==> config.mk <==
export PLATFORM = sky130hd
export DESIGN_NAME = mips_perf_counter_tx_flat
export DESIGN_NICKNAME = d
export VERILOG_FILES = /design/src/rtl/mips_perf_counter_tx_if.sv /design/src/rtl/mips_perf_counter_tx.sv /design/src/flat_wrapper.sv
export SDC_FILE = /design/constraint.sdc
export NUM_CORES = 1
export LEC_CHECK = 0
export ABC_AREA = 0
export BUFFER_PORTS_ARGS = -buffer_cell sky130_fd_sc_hd__buf_2
export CAP_MARGIN = 20
export CORE_MARGIN = 4
export CORE_UTILIZATION = 59
export CTS_CLUSTER_DIAMETER = 50
export DETAILED_ROUTE_END_ITERATION = 8
export PLACE_DENSITY = 0.78
export SETUP_SLACK_MARGIN = 0.1
export SLEW_MARGIN = 15
export SYNTH_ARGS = -nofsm -noshare
export SYNTH_HDL_FRONTEND = slang
export SYNTH_SLANG_ARGS = --single-unit
==> constraint.sdc <==
create_clock -name clk -period 13 [get_ports clk]
set_input_delay 2.6 -clock clk [delete_from_list [all_inputs] [get_ports clk]]
set_output_delay 2.6 -clock clk [all_outputs]
set_load 0.05 [all_outputs]
==> src/rtl/mips_perf_counter_tx_if.sv <==
// UART transmit handshake between the perf counter bank (master) and the UART TX (slave).
interface mips_perf_counter_tx_if #(
    parameter int DATA_BITS = 8
);
    logic [DATA_BITS-1:0] o_uart_tx_data;
    logic                 o_uart_tx_ready;
    logic                 i_uart_tx_done;

    modport master (
        output o_uart_tx_data,
        output o_uart_tx_ready,
        input  i_uart_tx_done
    );

    modport slave (
        input  o_uart_tx_data,
        input  o_uart_tx_ready,
        output i_uart_tx_done
    );
endinterface

==> src/rtl/mips_perf_counter_tx.sv <==
// Multi-channel performance counter bank with coherent snapshot and byte-serial UART readout.
// Define PERF_CNT_HEADER_EN to prefix each readout with the bytes 0xA5 and CHANNELS.
module mips_perf_counter_tx #(
    parameter int NBITS     = 32,
    parameter int DATA_BITS = 8,
    parameter int CHANNELS  = 4
) (
    input  logic                      clk,
    input  logic                      reset,
    input  logic [CHANNELS-1:0]       i_event,
    input  logic                      i_halt,
    input  logic                      i_clr,
    input  logic                      i_snap,
    output logic                      o_busy,
    output logic [CHANNELS*NBITS-1:0] o_count,
    output logic [CHANNELS-1:0]       o_overflow,
    mips_perf_counter_tx_if.master    uart
);

    localparam int PAYLOAD = CHANNELS * NBITS / DATA_BITS;
`ifdef PERF_CNT_HEADER_EN
    localparam int HDR = 2;
`else
    localparam int HDR = 0;
`endif
    localparam int TOTAL = PAYLOAD + HDR;
    localparam int IDX_W = $clog2(PAYLOAD + 2);
    localparam logic [IDX_W-1:0] LAST_IDX = IDX_W'(TOTAL - 1);

    typedef enum logic [1:0] {
        IDLE,
        SEND,
        WAIT
    } state_t;

    logic [NBITS-1:0]          count_q [CHANNELS];
    logic [CHANNELS*NBITS-1:0] shadow_q;
    state_t                    state_q;
    logic [IDX_W-1:0]          idx_q;
    logic                      advance_q;

    // Clear beats halt and events; a wrap from all-ones latches the sticky flag on the same edge.
    always_ff @(posedge clk or posedge reset) begin
        if (reset) begin
            for (int k = 0; k < CHANNELS; k++) count_q[k] <= '0;
            o_overflow <= '0;
        end else if (i_clr) begin
            for (int k = 0; k < CHANNELS; k++) count_q[k] <= '0;
            o_overflow <= '0;
        end else if (!i_halt) begin
            for (int k = 0; k < CHANNELS; k++) begin
                if (i_event[k]) begin
                    count_q[k] <= count_q[k] + NBITS'(1);
                    if (&count_q[k]) o_overflow[k] <= 1'b1;
                end
            end
        end
    end

    for (genvar k = 0; k < CHANNELS; k++) begin : g_flat
        assign o_count[k*NBITS +: NBITS] = count_q[k];
    end

    function automatic logic [DATA_BITS-1:0] byte_at(
        input logic [CHANNELS*NBITS-1:0] vec,
        input logic [IDX_W-1:0]          idx
    );
        int payload_idx;
        payload_idx = int'(idx) - HDR;
`ifdef PERF_CNT_HEADER_EN
        if (idx == IDX_W'(0)) return DATA_BITS'(8'hA5);
        if (idx == IDX_W'(1)) return DATA_BITS'(CHANNELS);
`endif
        return DATA_BITS'(vec >> (payload_idx * DATA_BITS));
    endfunction

    // The first byte is taken from the live counters on the capture edge so ready follows snap
    // by one cycle; later bytes spend one extra WAIT cycle advancing the index before SEND.
    always_ff @(posedge clk or posedge reset) begin
        if (reset) begin
            state_q              <= IDLE;
            idx_q                <= '0;
            advance_q            <= 1'b0;
            shadow_q             <= '0;
            uart.o_uart_tx_data  <= '0;
            uart.o_uart_tx_ready <= 1'b0;
            o_busy               <= 1'b0;
        end else begin
            case (state_q)
                IDLE: begin
                    if (i_snap) begin
                        shadow_q             <= o_count;
                        idx_q                <= '0;
                        uart.o_uart_tx_data  <= byte_at(o_count, IDX_W'(0));
                        uart.o_uart_tx_ready <= 1'b1;
                        o_busy               <= 1'b1;
                        state_q              <= SEND;
                    end
                end
                SEND: begin
                    uart.o_uart_tx_ready <= 1'b0;
                    state_q              <= WAIT;
                end
                WAIT: begin
                    if (advance_q) begin
                        advance_q            <= 1'b0;
                        uart.o_uart_tx_data  <= byte_at(shadow_q, idx_q);
                        uart.o_uart_tx_ready <= 1'b1;
                        state_q              <= SEND;
                    end else if (uart.i_uart_tx_done) begin
                        if (idx_q == LAST_IDX) begin
                            o_busy  <= 1'b0;
                            state_q <= IDLE;
                        end else begin
                            idx_q     <= idx_q + IDX_W'(1);
                            advance_q <= 1'b1;
                        end
                    end
                end
                default: state_q <= IDLE;
            endcase
        end
    end

endmodule

==> src/flat_wrapper.sv <==
// flat-port wrapper written by rule: the top's interface ports become plain ports
module mips_perf_counter_tx_flat 
#(
    parameter int NBITS     = 32,
    parameter int DATA_BITS = 8,
    parameter int CHANNELS  = 4
)
  (clk, reset, i_event, i_halt, i_clr, i_snap, o_busy, o_count, o_overflow, uart_o_uart_tx_data, uart_o_uart_tx_ready, uart_i_uart_tx_done);
  mips_perf_counter_tx_if #(.DATA_BITS(DATA_BITS)) uart_i ();
  input  logic clk;
  input  logic reset;
  input  logic [CHANNELS-1:0] i_event;
  input  logic i_halt;
  input  logic i_clr;
  input  logic i_snap;
  output logic o_busy;
  output logic [CHANNELS*NBITS-1:0] o_count;
  output logic [CHANNELS-1:0] o_overflow;
  output wire logic [$bits(uart_i.o_uart_tx_data)-1:0] uart_o_uart_tx_data;
  output wire logic [$bits(uart_i.o_uart_tx_ready)-1:0] uart_o_uart_tx_ready;
  input wire logic [$bits(uart_i.i_uart_tx_done)-1:0] uart_i_uart_tx_done;
  assign uart_o_uart_tx_data = uart_i.o_uart_tx_data;
  assign uart_o_uart_tx_ready = uart_i.o_uart_tx_ready;
  assign uart_i.i_uart_tx_done = uart_i_uart_tx_done;
  mips_perf_counter_tx #(.NBITS(NBITS), .DATA_BITS(DATA_BITS), .CHANNELS(CHANNELS)) u_core (.clk(clk), .reset(reset), .i_event(i_event), .i_halt(i_halt), .i_clr(i_clr), .i_snap(i_snap), .o_busy(o_busy), .o_count(o_count), .o_overflow(o_overflow), .uart(uart_i));
endmodule
-- Word level (Yosys, flattened, before mapping)
Cells that the tools add are included.
- $add $sub $neg: 5
- equality and inequality tests: 12
- reduce and logical (&&, ||, !) cells: 29
- multiplexer cells: 39
- shift-type cells: 1
- operators by type and width (kind ; number):
    128-bit two-way mux ; 2
    32-bit by 1-bit adder with 32-bit output, second input constant ; 4
    32-bit two-way mux ; 4
    32-bit AND reduction ; 4
    128-bit by 8-bit right shift with 8-bit output ; 1
    3-bit AND reduction ; 7
    5-bit two-way mux ; 4
    2-bit nonzero test ; 9
    1-bit two-way mux ; 16
    8-bit two-way mux ; 2
    8-bit case mux with 2 select lines ; 1
    5-bit case mux with 2 select lines ; 1
    2-bit AND reduction ; 5
    5-bit AND reduction ; 2
    2-bit two-way mux ; 4
    4-bit two-way mux ; 2
    2-bit != test, second input constant ; 4
    2-bit by 1-bit != test with 1-bit output, second input constant ; 3
    2-bit case mux with 3 select lines ; 1
    5-bit by 1-bit adder with 5-bit output, second input constant ; 1
    5-bit by 4-bit == test with 1-bit output, second input constant ; 1
    3-bit by 1-bit != test with 1-bit output, second input constant ; 1
    3-bit by 2-bit != test with 1-bit output, second input constant ; 1
    1-bit case mux with 3 select lines ; 1
    5 further kinds ; 5
- logic and storage cells: 101
- flip-flop bits (word level): 278
- input port bits: 10

-- Depth between registers and ports, before layout
- depth after elaboration: 5
- gate-level depth with buffers: 9
- mapped depth without buffers: 7

-- Worst setup path before layout
No wires, ideal clock.
- path type: input to register
- from: input i_event[3]
- to: register u_core.count_q (netlist bit u_core.o_count[119])
- required time: 12.875 ns
- buffers on the path: 2
- path slack: 8.966 ns
- stages on the path: 6
- data arrival time: 3.910 ns
- library setup time: 0.125 ns
- cells stage by stage: nor2b_1 > buf_2 > o21ai_0 > clkbuf_1 > nor4_1 > mux2_2
- cells in the longest elaborated chain, start to end: 2
- ends and longest elaborated chain (what ; line ; source):
    start: declaration ; flat_wrapper.sv:12 ; input logic [CHANNELS-1:0] i_event;
    2-bit nonzero test (no source line) ; -- ;
    2-bit AND reduction (no source line) ; -- ;
    end signal: indexed assignment ; mips_perf_counter_tx.sv:53 ; count_q[k] <= count_q[k] + NBITS'(1);
    end: declaration ; mips_perf_counter_tx.sv:36 ; logic [NBITS-1:0] count_q [CHANNELS];
Every way passes these cells.
A chain may end at the register's enable or synchronous reset.

-- Final worst setup path
- from: input i_snap
- to: register u_core.shadow_q[98]
- cells in the longest elaborated chain, start to end: 1
- ends and longest elaborated chain (what ; line ; source):
    start: declaration ; flat_wrapper.sv:15 ; input logic i_snap;
    2-bit AND reduction (no source line) ; -- ;
    end signal: assignment ; mips_perf_counter_tx.sv:92 ; shadow_q <= o_count;
    end: declaration ; mips_perf_counter_tx.sv:37 ; logic [CHANNELS*NBITS-1:0] shadow_q;
Every way passes these cells.

==> results.cfg <==
[clocking]
holdBufCountCts = 0
clockRootBuffer = clkbuf_16
clock_path_buffers = 3
clk_pin_slew_worst_paths_ns = 0.06
clock_sinks = 278
clk_latency_ns = 0.53
numCtsBuffers = 31
htreeDepth = 1
post_cts.repair.setup_buffers = 0
cts_resized = 0
cts_tree = built

[grt]
grt_overflow = 0
antenna_found_initial = 1
globalRouteTotalUtil = 0.263
grt_first_pass_wirelength_mm = 55.3
grt_max_degree = 133
grt_pass1_vias = 9759

[finish]
nets = 1306
regArea_mm2 = 0.00696
nFillCells = 1631
area_growth_syn_to_layout_pct = 13.9
multi_input_area_mm2 = 0.00620
drive_above_1_share = 0.321
postLayoutCellArea_mm2 = 0.0155
antenna_cells = 0

[route]
drt-initial-drc-count = 839
drc = 0
drt_wl_total_mm = 33.8
wl_per_cell_um = 21.2
final_antenna_net_count = 0
first_pass_iters = 5
via_per_inst = 6.39
vias = 10200

[timing]
finalCriticalPeriod_ns = 4.54
finalSetupViolations = 0
period_share = 0.349
hold_viol = 0
clock_skew_ns = 0.00942
worst_slew_pin_slew_ns = 1.03
setup_tns_ns = 0
maxSlewViolCount = 0
grt_setup_unrepaired = no
fmax_mhz = 220
maxSlewHeadroom = 0.314

[logic_synthesis]
synth.net_count = 1180
synth_top_area_frac = 0.512
yosysUniqueCellTypes = 43
syn_area_per_cell_um2 = 11.7
synth-edff-count = 0
seq_area_frac_synth = 0.512
yosys-top-cells-area = dfrtp_1 (51%), mux2_2 (13%), mux4_2 (5.3%), a21oi_1 (2.6%), or4_1 (2.3%)
async_flop_share = 1.00
yosys.area.top_type = dfrtp_1
ys_ff_latch = 278
synthCells = 1164
ys.flop_type = dfrtp_1
synth_warnings = 0
syn_area_mm2 = 0.0136

[power]
combPwrFrac = 0.167
pwr-share-clk = 0.389
internal_power_mw = 1.47
power_switching_share = 0.279
ir_worst_vdd_mv = 0.0998
p_leak_nw = 7.15
seqPwrFrac = 0.444
power_density_mw_per_mm2 = 132
p_sw_uw = 571

[critical_path]
cp-end-kind = flop
start_kind = primary input
critPathKind = primary input to flop
cp.required_ns = 13.41
worst_ep_arrival_time_ns = 4.95
worstPathMaxFanout = 86

[placement]
io_buffers = 151
dp_hpwl_mm = 22.9
gp_routability_congestion = 0.813
post_dp_cell_area_mm2 = 0.0145

[floorplanning]
ioPinCount = 152
rows = 55
core_area_mm2 = 0.0226
fp.dieW_um = 160
dieArea_mm2 = 0.0255
die_y_um = 160
start_util = 0.600

[job]
maxCapViolCount = 0

[worst_hold_path]
hp-class = flop to flop

[outcome]
status = finished clean
[kinds of logic after synthesis]
family          synth area share
xor+xnor                  0.0232
flops                      0.512
mux                        0.194
compound gates            0.0908
simple gates               0.142
fa+ha+maj                0.00553
buf+inv                   0.0313
[routing by layer]
layer,vias up,track usage,routed length (um)
li1,4623,-,-
met1,5179,0.403,15500
met2,359,0.396,15400
met3,47,0.0511,2310
met4,2,0.0521,593
met5,-,0,13
[synthesized netlist by cell type (all sizes together) (19+ instances only)]
library cell and n:
or3 26, nor2 64, or4 44, mux2 157
inv 27, xor2 30, clkbuf 36, nor2b 30
a21oi 70, nand4 19, nand3 26, nand2 55
nor4 24, o21ai 38, o211ai 21, dfrtp 278
buf 40, mux4 32, o31ai 39
[cell type report]
| cell class | instances | share of cell area |
|---|---|---|
| flip-flops and latches | 278 | 0.450 |
| multi-input cells | 783 | 0.401 |
| repair buffers | 169 | 0.0591 |
| clock buffers | 41 | 0.0545 |
| well taps | 285 | 0.0231 |
| inverters | 27 | 0.00704 |
| clock inverters | 14 | 0.00566 |
[power by group through the flow]
stage	sequential, mW	clock, mW	combinational, mW
global route	0.910	0.855	0.367
finish	0.908	0.796	0.341
floorplan	0.932	0	0.275
global placement	0.922	0	0.336
detailed placement	0.923	0	0.340
CTS	0.907	0.810	0.341
[critical path, stage by stage]
cell	delay (ns)
buf_2	0.11
mux2i_1	0.11
nor3_2	0.13
buf_4	0.59
buf_4	0.91
mux2_2	0.43
[sequential cells by signal, indices dropped and copies added, names as in the netlist]
name	cells
u_core.uart.o_uart_tx_ready	1
u_core.state_q	2
u_core.o_busy	1
u_core.idx_q	5
u_core.shadow_q	128
u_core.advance_q	1
u_core.o_overflow	4
u_core.o_count	128
u_core.uart.o_uart_tx_data	8
[per-stage QoR]
| step | power, mW | std cells | hold WS [ns] | utilization | worst slack (ns) |
|---|---|---|---|---|---|
| final | 2.05 | 1597 | 0.507 | 0.683 | 8.46 |
| after global routing | 2.13 | 1597 | 0.517 | 0.683 | 8.32 |
| after CTS | 2.06 | 1596 | 0.509 | 0.682 | 8.52 |
| after detailed placement | 1.26 | 1541 | 0.496 | 0.641 | 7.94 |
| after global placement | 1.26 | 1541 | 0.484 | 0.641 | 8.01 |
| after floorplan | 1.21 | 1164 | 0.475 | - | 2.73 |
[worst paths after layout]
check / start / endpoint / slack [ns] / cells past startpoint
setup / recovery: i_snap / u_core.shadow_q[98]$_DFFE_PP0P_ / 8.46 / 6
hold / removal: u_core.shadow_q[41]$_DFFE_PP0P_ / u_core.shadow_q[41]$_DFFE_PP0P_ / 0.51 / 1
setup reg to reg: u_core.state_q[1]$_DFFE_PP0P_ / u_core.shadow_q[98]$_DFFE_PP0P_ / 10.03 / 5
hold reg to reg: u_core.shadow_q[41]$_DFFE_PP0P_ / u_core.shadow_q[41]$_DFFE_PP0P_ / 0.51 / 1
max in group asynchronous: reset / u_core.shadow_q[4]$_DFFE_PP0P_ / 9.32 / 3
min in group asynchronous: reset / u_core.o_count[86]$_DFFE_PP0P_ / 2.22 / 2
[layout by cell type (no fill, tap or decap), drive strengths merged, types with 2 or more instances in the layout]
master and n:
a21oi 70, nor2 64, nand2b 3, dfrtp 278, and4 17, clkinv 8
o41ai 2, a22oi 8, and3 16, o2111ai 14, clkbuf 41, nand2 55
buf 169, or3 26, nor2b 30, or4 44, inv 29, or4b 3
or2 5, ha 6, nand4 19, mux4 32, and2 6, nor4 24
o21ai 38, o31ai 39, xnor2 6, mux2 157, xor2 30, clkinvlp 4
o211ai 21, mux2i 15, nand3 26
Note: power is estimated with default switching activity, not from simulation.
